<file path="src/rtl/fetch_queue_pkg.sv">
// Shared constants for the instruction fetch queue.
package fetch_queue_pkg;

   localparam int unsigned XLEN = 32;
   localparam logic [31:0] NOP_INSTR = 32'h00000013;
   // Low two bits of every 32-bit (non-compressed) RV32I encoding.
   localparam logic [1:0] RVI_LEN_BITS = 2'b11;

   function automatic logic is_illegal(input logic [1:0] low_bits);
      return low_bits != RVI_LEN_BITS;
   endfunction

endpackage

</file>
<file path="src/rtl/fetch_queue_sync_fifo.sv">
// Generic circular FIFO with qualified push/pop, flush to empty and occupancy count.
module sync_fifo #(
   parameter int unsigned Width = 32,
   parameter int unsigned Depth = 4
) (
   input  logic                           clk,
   input  logic                           reset,
   input  logic                           flush,
   input  logic                           push,
   input  logic [Width-1:0]               wdata,
   input  logic                           pop,
   output logic [Width-1:0]               rdata,
   output logic                           full,
   output logic                           empty,
   output logic [$clog2(Depth+1)-1:0]     count
);

   localparam int unsigned PtrW = $clog2(Depth);
   localparam int unsigned CntW = $clog2(Depth + 1);

   logic [Width-1:0] mem [Depth];
   logic [PtrW-1:0]  head_q, tail_q;
   logic [CntW-1:0]  count_q, count_d;
   logic             push_en, pop_en;

   assign full    = (count_q == CntW'(Depth));
   assign empty   = (count_q == '0);
   assign push_en = push && !full && !flush;
   assign pop_en  = pop && !empty && !flush;
   assign rdata   = mem[head_q];
   assign count   = count_q;

   always_comb begin
      count_d = count_q;
      if (push_en && !pop_en) begin
         count_d = count_q + CntW'(1);
      end else if (pop_en && !push_en) begin
         count_d = count_q - CntW'(1);
      end
   end

   // Depth is a power of two, so pointers wrap naturally.
   always_ff @(posedge clk) begin
      if (reset || flush) begin
         head_q  <= '0;
         tail_q  <= '0;
         count_q <= '0;
      end else begin
         if (push_en) tail_q <= tail_q + PtrW'(1);
         if (pop_en)  head_q <= head_q + PtrW'(1);
         count_q <= count_d;
      end
   end

   always_ff @(posedge clk) begin
      if (push_en) mem[tail_q] <= wdata;
   end

endmodule

</file>
<file path="src/rtl/fetch_queue.sv">
// Fetch-to-decode instruction queue: tags non-32-bit encodings and zeroes idle outputs.
module fetch_queue
   import fetch_queue_pkg::*;
#(
   parameter int unsigned DEPTH = 4,
   parameter int unsigned XLEN  = fetch_queue_pkg::XLEN
) (
   input  logic                         clk,
   input  logic                         reset,
   input  logic                         in_valid,
   input  logic [XLEN-1:0]              in_pc,
   input  logic [XLEN-1:0]              in_instr,
   output logic                         in_ready,
   output logic                         out_valid,
   output logic [XLEN-1:0]              out_pc,
   output logic [XLEN-1:0]              out_instr,
   output logic                         out_illegal,
   input  logic                         out_ready,
   input  logic                         flush,
   output logic [$clog2(DEPTH+1)-1:0]   count
);

   localparam int unsigned EntryW = 2 * XLEN + 1;

   logic [EntryW-1:0] wdata, rdata;
   logic              full, empty;

   assign wdata = {is_illegal(in_instr[1:0]), in_pc, in_instr};

   sync_fifo #(
      .Width (EntryW),
      .Depth (DEPTH)
   ) u_fifo (
      .clk   (clk),
      .reset (reset),
      .flush (flush),
      .push  (in_valid),
      .wdata (wdata),
      .pop   (out_ready),
      .rdata (rdata),
      .full  (full),
      .empty (empty),
      .count (count)
   );

   assign in_ready  = !full;
   assign out_valid = !empty;

   always_comb begin
      out_illegal = 1'b0;
      out_pc      = '0;
      out_instr   = '0;
      if (out_valid) begin
         out_illegal = rdata[EntryW-1];
         out_pc      = rdata[2*XLEN-1:XLEN];
         out_instr   = rdata[XLEN-1:0];
      end
   end

endmodule

</file>
<file path="config.mk">
export PLATFORM = sky130hd
export DESIGN_NAME = fetch_queue
export DESIGN_NICKNAME = d
export VERILOG_FILES = /design/src/rtl/fetch_queue_pkg.sv /design/src/rtl/fetch_queue_sync_fifo.sv /design/src/rtl/fetch_queue.sv
export SDC_FILE = /design/constraint.sdc
export NUM_CORES = 1
export LEC_CHECK = 0
export CAP_MARGIN = 10
export CORE_UTILIZATION = 30
export CTS_CLUSTER_SIZE = 25
export DETAILED_ROUTE_END_ITERATION = 7
export PLACE_DENSITY = 0.54
export SYNTH_ARGS = -nofsm -noshare
export SYNTH_HDL_FRONTEND = slang
export SYNTH_SLANG_ARGS = --single-unit
export TNS_END_PERCENT = 100
</file>
<file path="constraint.sdc">
create_clock -name clk -period 5.7 [get_ports clk]
set_clock_uncertainty 0.15 [all_clocks]
set_input_delay 0.57 -clock clk [delete_from_list [all_inputs] [get_ports clk]]
set_output_delay 0.57 -clock clk [all_outputs]
set_load 0.005 [all_outputs]
</file>
==> results_dict.tcl, run 1 <==
set metrics [dict create \
    num-nets-final 686 \
    min_from "u_fifo.head_q[0]" \
    dieArea_mm2 0.0350 \
    drv_slew 0 \
    crit_type "reg -> out" \
    fp.dieH_um 187 \
    vias_per_cell 4.45 \
    critical_path.startpoint_type "register" \
    final_layout_size_suffix_gt1_frac 0.179 \
    syn_area_mm2 0.0103 \
    setup_ws_ps 1890 \
    synth_commonest_cells "260 x edfxtp_1, 69 x and2_1, 65 x mux4_2" \
    yosysTopAreaCell "edfxtp_1" \
    period_share 0.668 \
    arrival_ps 3090 \
    htree_levels 1 \
    critPathMaxFanout 42 \
    clk_path_buf_depth 3 \
    diodes 0 \
    placedInstanceArea_mm2 0.0121 \
    grt_overflow 0 \
    io_buffers 138 \
    cts_tree "built" \
    design.core.area_mm2 0.0336 \
    synth_edf_count 260 \
    synth.distinct_cells 23 \
    p_per_area_mw_per_mm2 323 \
    drc 0 \
    wl_per_cell_um 18.4 \
    grt_start_max_net_pins 66 \
    required_ps 4980 \
    cts-resized-gates 0 \
    finalSetupViolations 0 \
    antenna_left 0 \
    setup_tns_ps 0 \
    num_vias 4802 \
    hold_violations 0 \
    reg2reg_to "u_fifo.count[2]" \
    synthTopCellsByArea "edfxtp_1 76%, mux4_2 14%, and2_1 4.2%" \
    ys.flop_type "edfxtp_1" \
    tightest_slew_ps 1090 \
    cts_buffers 27 \
    hold_depth 2 \
    clock_latency_ps 520 \
    firstDrtPassIters 6 \
    rr_worst_depth 8 \
    post-cts-setup-buffers 0 \
    clk_pin_slew_ps 60 \
    drt_wl_total_mm 19.9 \
    dpl.hpwl_mm 10.9 \
    yosysTopAreaCellShare 0.759 \
    clock-sinks 269 \
    drt-initial-drc-count 243 \
    holdPathEnd "u_fifo.head_q[0]" \
    die_w_um 187 \
    status "complete, no violations" \
    final_core_util 0.386 \
    p_total_mw 4.20 \
    ctsHoldBuffers 0 \
    yosysWarningCount 0 \
    dp_slack_ps 2350 \
    ios 139 \
    p_leak_nw 4.02 \
    max_freq_ghz 0.263 \
    ys_ff_latch 269 \
    avgSynthCellArea_um2 22.2 \
    synth_cells 463 \
    min_path_type "reg -> reg" \
    rsz0062_at_grt "false" \
    grt_pass1_vias 5520 \
    grt_usage 0.116 \
    syn-num-nets 538 \
    root_buffer "clkbuf_16" \
    stdcell_area_mm2 0.0130 \
    globalplace.congestion 0.698 \
    final.min_clock_period_ps 3810 \
    max_cap_viol_count 0 \
    end_kind "primary output" \
    initial_core_util 0.306 \
    yosysMostFrequentCell "edfxtp_1" \
    antenna_found_initial 0 \
    r2r_start "u_fifo.count[0]" \
    rrSetupSlack_ps 3050 \
    synth-async-reset-ratio 0 \
    rows 67 \
    syn_to_final_growth_pct 26.2 \
    synth-seq-area-share 0.777 \
    max_slew_margin 0.271 \
    ir_drop_mv 0.175 \
    grt_pass1_wl_mm 31.5 \
]
## where the power goes
part           switching [mW]  internal [mW]
Sequential             0.0154           2.20
Combinational           0.114          0.163
Clock                   0.703          0.995
## worst max-delay path: stages, from the launching register on
cell	delay, ps
dfxtp_4	940
buf_4	430
mux4_2	560
and2_1	180
clkdlybuf4s50_1	440
## per-stage QoR
| step | hold slack (ps) | instances |
|---|---|---|
| 6_report | 383 | 1078 |
| 5_1_grt | 407 | 1078 |
| 2_1_floorplan | 334 | 463 |
| 4_1_cts | 386 | 1078 |
| 3_5_place_dp | 364 | 1030 |
| 3_3_place_gp | 348 | 1030 |
## placed cells by master, fill, tap and decap left out, drive strengths merged, types with 2 or more instances in the layout
| master | instances |
|---|---|
| edfxtp | 260 |
| clkdlybuf4s50 | 138 |
| and2 | 69 |
| mux4 | 65 |
| clkbuf | 30 |
| clkinv | 13 |
| dfxtp | 9 |
| inv | 5 |
| nor2 | 5 |
| ha | 5 |
| xor2 | 4 |
| o21ai | 3 |
| a21oi | 3 |
| bufinv | 3 |
| buf | 3 |
| or2 | 2 |
| nand3 | 2 |
| clkinvlp | 2 |
| or3 | 2 |
## flip-flops by register name, summed over array words and instances (netlist names), named ones only
name and flops:
u_fifo.head_q 2, u_fifo.mem 260, u_fifo.count 3, u_fifo.tail_q 2
## final cells by class
class	count	area [um2]
sequential	269	8000
clock inverter	18	159
inverter	5	18.8
fill	3022	20600
tap	448	561
clock buffer	30	687
timing repair buffer	141	1400
multi-input combinational	167	2150
## routing by layer
layer  vias to the layer above  share of wire  wire length, um  GRT usage
met3                        34          0.056             1120     0.0278
met1                      2480           0.43             8590      0.147
met5                         -              0                0          0
met2                       116           0.49             9730      0.199
li1                       2172              -                -          -
met4                         0          0.021              411     0.0322
## cells by family after synthesis
family | synth area share
flip-flops | 0.777
AND/OR/NAND/NOR | 0.0488
multiplexers | 0.143
buffers and inverters | 0.0151
AO/OA/AOI/OAI | 0.00450
adder cells (fa/ha/maj) | 0.00803
XOR/XNOR | 0.00341
## how the worst max path moves through the flow
| stage | to | slack, ps | startpoint |
|---|---|---|---|
| after global routing | out_instr[20] | 1630 | register |
| after CTS | out_instr[24] | 1760 | register |
| final | out_instr[24] | 1890 | register |
| after detailed placement | out_instr[25] | 2350 | register |
| after floorplan | u_fifo.mem[0][0] | 2630 | in_valid |
| after global placement | out_instr[20] | 2350 | register |
Power figures use the tool's default switching activity.
==> run 2, diff against run 1 <==
==> constraint.sdc (replaced) <==
create_clock -name clk -period 3.75 [get_ports clk]
set_clock_uncertainty 0.15 [all_clocks]
set_input_delay 0.375 -clock clk [delete_from_list [all_inputs] [get_ports clk]]
set_output_delay 0.375 -clock clk [all_outputs]
set_load 0.005 [all_outputs]
==> run 2 against run 1 <==
Register-to-register slack worse by 2000 ps. Wire length is 1.1% higher. Critical path depth stayed put. Largest cell class unchanged.
==> results_dict.tcl, run 2 (synthesized netlist as in run 1, its figures left out) <==
set metrics [dict create \
    max_cap_viol_count 0 \
    dp_slack_ps 788 \
    clock-sinks 269 \
    highest_layer "met4" \
    drv_slew 0 \
    io_buffers 138 \
    grt_overflow 0 \
    critical_path.startpoint_type "register" \
    antenna_found_initial 0 \
    critPathMaxFanout 17 \
    max_freq_ghz 0.310 \
    cp_slowest_cell "dfxtp_4" \
    dpl.hpwl_mm 12.2 \
    fp.dieH_um 187 \
    cp_num_buf_inv 2 \
    required_ps 3220 \
    stdcell_area_mm2 0.0132 \
    firstDrtPassIters 4 \
    mostFrequentLayoutCells "260 x edfxtp_1, 138 x clkdlybuf4s50_1, 65 x mux4_2, 65 x and2_1, 29 x clkbuf_16" \
    num_vias 4886 \
    finalSetupViolations 0 \
    p_per_area_mw_per_mm2 490 \
    num-nets-final 696 \
    rows 67 \
    crit_chain "buf_4 > mux4_2 > and2_1 > clkdlybuf4s50_1" \
    root_buffer "clkbuf_16" \
    clk_path_buf_depth 3 \
    crit_family "buffers and inverters" \
    dieArea_mm2 0.0350 \
    design.core.area_mm2 0.0336 \
    ctsHoldBuffers 0 \
    clk_pin_slew_ps 60 \
    grt_pass1_vias 5598 \
    arrival_ps 2700 \
    grt_usage 0.118 \
    hold_violations 0 \
    setup_tns_ps 0 \
    period_share 0.859 \
    grt_pass1_wl_mm 31.7 \
    die_w_um 187 \
    rsz0062_at_grt "false" \
    tightest_slew_ps 609 \
    max_slew_margin 0.594 \
    final.min_clock_period_ps 3220 \
    ios 139 \
    final_layout_size_suffix_gt1_frac 0.190 \
    grt_start_max_net_pins 43 \
    antenna_left 0 \
    wl_met1_mm 8.75 \
    crit_type "reg -> out" \
    initial_core_util 0.306 \
    wl_met2_mm 9.92 \
    setup_ws_ps 528 \
    regMostFlops "u_fifo.mem" \
    largest_reg_flops 260 \
    cts_tree "built" \
    status "complete, no violations" \
    wl_per_cell_um 18.4 \
    drt-initial-drc-count 196 \
    slowest_delay_ps 580 \
    cts-resized-gates 0 \
    p_leak_nw 4.10 \
    syn_to_final_growth_pct 28.1 \
    diodes 0 \
    end_kind "primary output" \
    clock_latency_ps 520 \
    cts_buffers 28 \
    min_path_type "in -> reg" \
    fill_cells 3021 \
    htree_levels 1 \
    post-cts-setup-buffers 0 \
    globalplace.congestion 0.691 \
    dp.cells 1039 \
    final_common_cell "edfxtp_1" \
    vias_per_cell 4.48 \
    wl_met3_mm 1.02 \
    final_core_util 0.392 \
    stdcell_count 1090 \
    drc 0 \
    ir_drop_mv 0.277 \
    drt_wl_total_mm 20.1 \
    placedInstanceArea_mm2 0.0123 \
]
-- run 2: changes by cell type in the layout (fill, tap and decap cells not counted) --
cell,delta
clkinv_2,-3
inv_6,+1
clkbuf_8,+2
buf_12,+7
clkinvlp_4,-1
buf_4,+2
clkbuf_16,+2
clkinv_1,-6
clkbuf_1,+9
bufinv_16,-1
-- run 2: worst reg2reg max path, stage by stage, from the launching register on --
cell and delay, ps:
dfxtp_1 500, nor3b_1 150, nor3_1 470, ha_1 290, inv_1 60, fa_1 370, xor2_1 160, or3_1 300
a21oi_1 160
-- run 2: path summary, 6_finish.rpt --
| path | startpoint | end | slack, ps | cells past startpoint |
|---|---|---|---|---|
| worst max-delay path | register | out_pc[14] | 530 | 4 |
| worst min-delay path | in_pc[14] | u_fifo.mem[1][46] | 320 | 1 |
| worst max register to register | u_fifo.count[0] | u_fifo.count[2] | 1080 | 8 |
| worst min register to register | u_fifo.head_q[0] | u_fifo.head_q[0] | 400 | 2 |
-- run 2: layout make-up --
cell class	instances	area, um2	share of cell area
clock buffers	43	798	0.0606
clock inverters	8	92.6	0.00703
inverters	5	18.8	0.00142
multi-input cells	167	2150	0.163
flip-flops and latches	269	8000	0.607
well taps	448	561	0.0425
repair buffers	150	1560	0.118
-- run 2: power by group --
part / leakage [nW] / internal [mW] / total [mW] / switching [mW]
registers: 2.43 / 3.35 / 3.37 / 0.0181
clock network: 0.427 / 1.60 / 2.65 / 1.06
logic: 1.24 / 0.258 / 0.437 / 0.179
total: 4.10 / 5.21 / 6.46 / 1.26
-- run 2: layer usage --
layer	up-vias	global-route usage
met2	121	0.199
met1	2536	0.151
met4	0	0.0347
li1	2196	-
met5	-	0
met3	33	0.0268
-- run 2: stage by stage --
step / hold WS [ps] / power, mW
floorplan: 324 / 3.60
global placement: 350 / 3.87
detailed placement: 387 / 3.88
CTS: 289 / 6.56
global route: 305 / 6.70
finish: 322 / 6.46
==> run 3, diff against run 2 <==
--- a/config.mk
+++ b/config.mk
@@ -6,6 +6,7 @@
 export NUM_CORES = 1
 export LEC_CHECK = 0
 export CAP_MARGIN = 10
+export CORE_MARGIN = 2
 export CORE_UTILIZATION = 30
 export CTS_CLUSTER_SIZE = 25
 export DETAILED_ROUTE_END_ITERATION = 7
==> run 3 against run 2 <==
Critical path depth unchanged. Non-clock buffer count shrank 1. Hold slack worse by 4.3 ps. Largest power group unchanged.
==> results_dict.tcl, run 3 (synthesized netlist as in run 1, its figures left out) <==
set metrics [dict create \
    clock-sinks 269 \
    regArea_mm2 0.00800 \
    dpl.hpwl_mm 12.4 \
    crit_family "buffers and inverters" \
    grt_pass1_vias 5435 \
    htree_levels 1 \
    required_ps 3220 \
    cp_slowest_cell "clkdlybuf4s50_1" \
    setup_tns_ps 0 \
    grt_pass1_wl_mm 32.0 \
    num_vias 4904 \
    arrival_ps 2760 \
    crit_type "reg -> out" \
    ctsHoldBuffers 0 \
    max_freq_ghz 0.304 \
    grt_usage 0.117 \
    startpoint "u_fifo.count[0]" \
    critical_path.startpoint_type "register" \
    hold_depth 1 \
    grt.met2_usage 0.193 \
    drc 0 \
    cts-resized-gates 0 \
    rsz0062_at_grt "false" \
    stdcell_area_mm2 0.0131 \
    fp.dieH_um 189 \
    slowest_delay_ps 520 \
    syn_to_final_growth_pct 27.8 \
    die_w_um 189 \
    rrSetupSlack_ps 1190 \
    cts_buffers 29 \
    largest_reg_flops 260 \
    wl_per_cell_um 19.1 \
    design.core.area_mm2 0.0336 \
    final_layout_size_suffix_gt1_frac 0.193 \
    antenna_found_initial 3 \
    reg2reg_to "u_fifo.count[2]" \
    drt_wl_total_mm 20.9 \
    drv_slew 0 \
    multi_input_area_mm2 0.00215 \
    end_kind "primary output" \
    regMostFlops "u_fifo.mem" \
    finalSetupViolations 0 \
    p_leak_nw 4.10 \
    min_path_type "in -> reg" \
    clk_pin_slew_ps 60 \
    grt_start_max_net_pins 45 \
    grtUsageMet3 0.0334 \
    tightest_slew_ps 709 \
    period_share 0.877 \
    min_from "in_pc[0]" \
    clk_path_buf_depth 3 \
    r2r_start "u_fifo.count[0]" \
    rr_worst_depth 8 \
    cp_num_buf_inv 2 \
    clock_latency_ps 540 \
    final_common_cell "edfxtp_1" \
    ir_drop_mv 0.301 \
    crit_chain "or3_2 > buf_4 > and2_1 > clkdlybuf4s50_1" \
    root_buffer "clkbuf_16" \
    initial_core_util 0.306 \
    rows 67 \
    ios 139 \
    final.min_clock_period_ps 3290 \
    grt_busiest_layer "met2" \
    p_per_area_mw_per_mm2 489 \
    num-nets-final 696 \
    io_buffers 138 \
    max_slew_margin 0.528 \
    cts_tree "built" \
    critPathMaxFanout 44 \
    fill_cells 3035 \
    post-cts-setup-buffers 0 \
    globalplace.congestion 0.709 \
    dieArea_mm2 0.0358 \
    drt-initial-drc-count 285 \
    firstDrtPassIters 5 \
    mostFrequentLayoutCells "260 x edfxtp_1, 138 x clkdlybuf4s50_1, 65 x mux4_2, 65 x and2_1, 29 x clkbuf_16" \
    holdPathEnd "u_fifo.mem[3][32]" \
    max_cap_viol_count 0 \
    grt_overflow 0 \
    placedInstanceArea_mm2 0.0123 \
    vias_per_cell 4.49 \
    status "complete, no violations" \
    hold_violations 0 \
    antenna_left 0 \
    grt_use_met1 0.154 \
]
==> run 3: cell type report <==
type | instances | share of cell area
clock inverter | 18 | 0.0107
clock buffer | 34 | 0.0567
antenna | 1 | 0.000190
timing repair buffer | 149 | 0.116
multi-input combinational | 167 | 0.164
inverter | 5 | 0.00143
sequential | 269 | 0.609
tap | 448 | 0.0427
==> run 3: worst reg2reg max path, cell delays in order (launching register included) <==
cell	delay (ps)
dfxtp_1	470
nor3b_1	150
nor3_1	410
ha_1	280
inv_1	60
fa_1	370
xor2_1	160
or3_1	300
a21oi_1	140
==> run 3: per-stage QoR <==
| stage | setup WS, ps | utilization | hold slack (ps) | cells | power, mW |
|---|---|---|---|---|---|
| 2_1_floorplan | 746 | - | 324 | 463 | 3.60 |
| 3_3_place_gp | 834 | 0.364 | 357 | 1038 | 3.87 |
| 3_5_place_dp | 814 | 0.364 | 367 | 1038 | 3.88 |
| 6_report | 462 | 0.391 | 318 | 1091 | 6.43 |
| 5_1_grt | 213 | 0.391 | 296 | 1090 | 6.68 |
| 4_1_cts | 319 | 0.391 | 289 | 1090 | 6.53 |
==> run 3: metal layers <==
metal  up-vias  part of all wire
met5         -           0.00062
met4         2             0.015
met3        30             0.072
met2       147              0.48
met1      2528              0.43
li1       2197                 -
==> run 3: how the worst max path moves through the flow <==
stage / depth (start not counted) / slack, ps / end
2_1_floorplan: 3 / 750 / u_fifo.mem[0][0]
3_3_place_gp: 9 / 830 / u_fifo.count[2]
5_1_grt: 4 / 210 / out_instr[1]
3_5_place_dp: 9 / 810 / u_fifo.count[2]
4_1_cts: 4 / 320 / out_instr[15]
6_report: 4 / 460 / out_instr[9]
==> run 3: power breakdown <==
part / switching [mW] / internal, mW / total [mW]
logic: 0.181 / 0.253 / 0.434
clock network: 1.08 / 1.54 / 2.63
registers: 0.0184 / 3.35 / 3.37
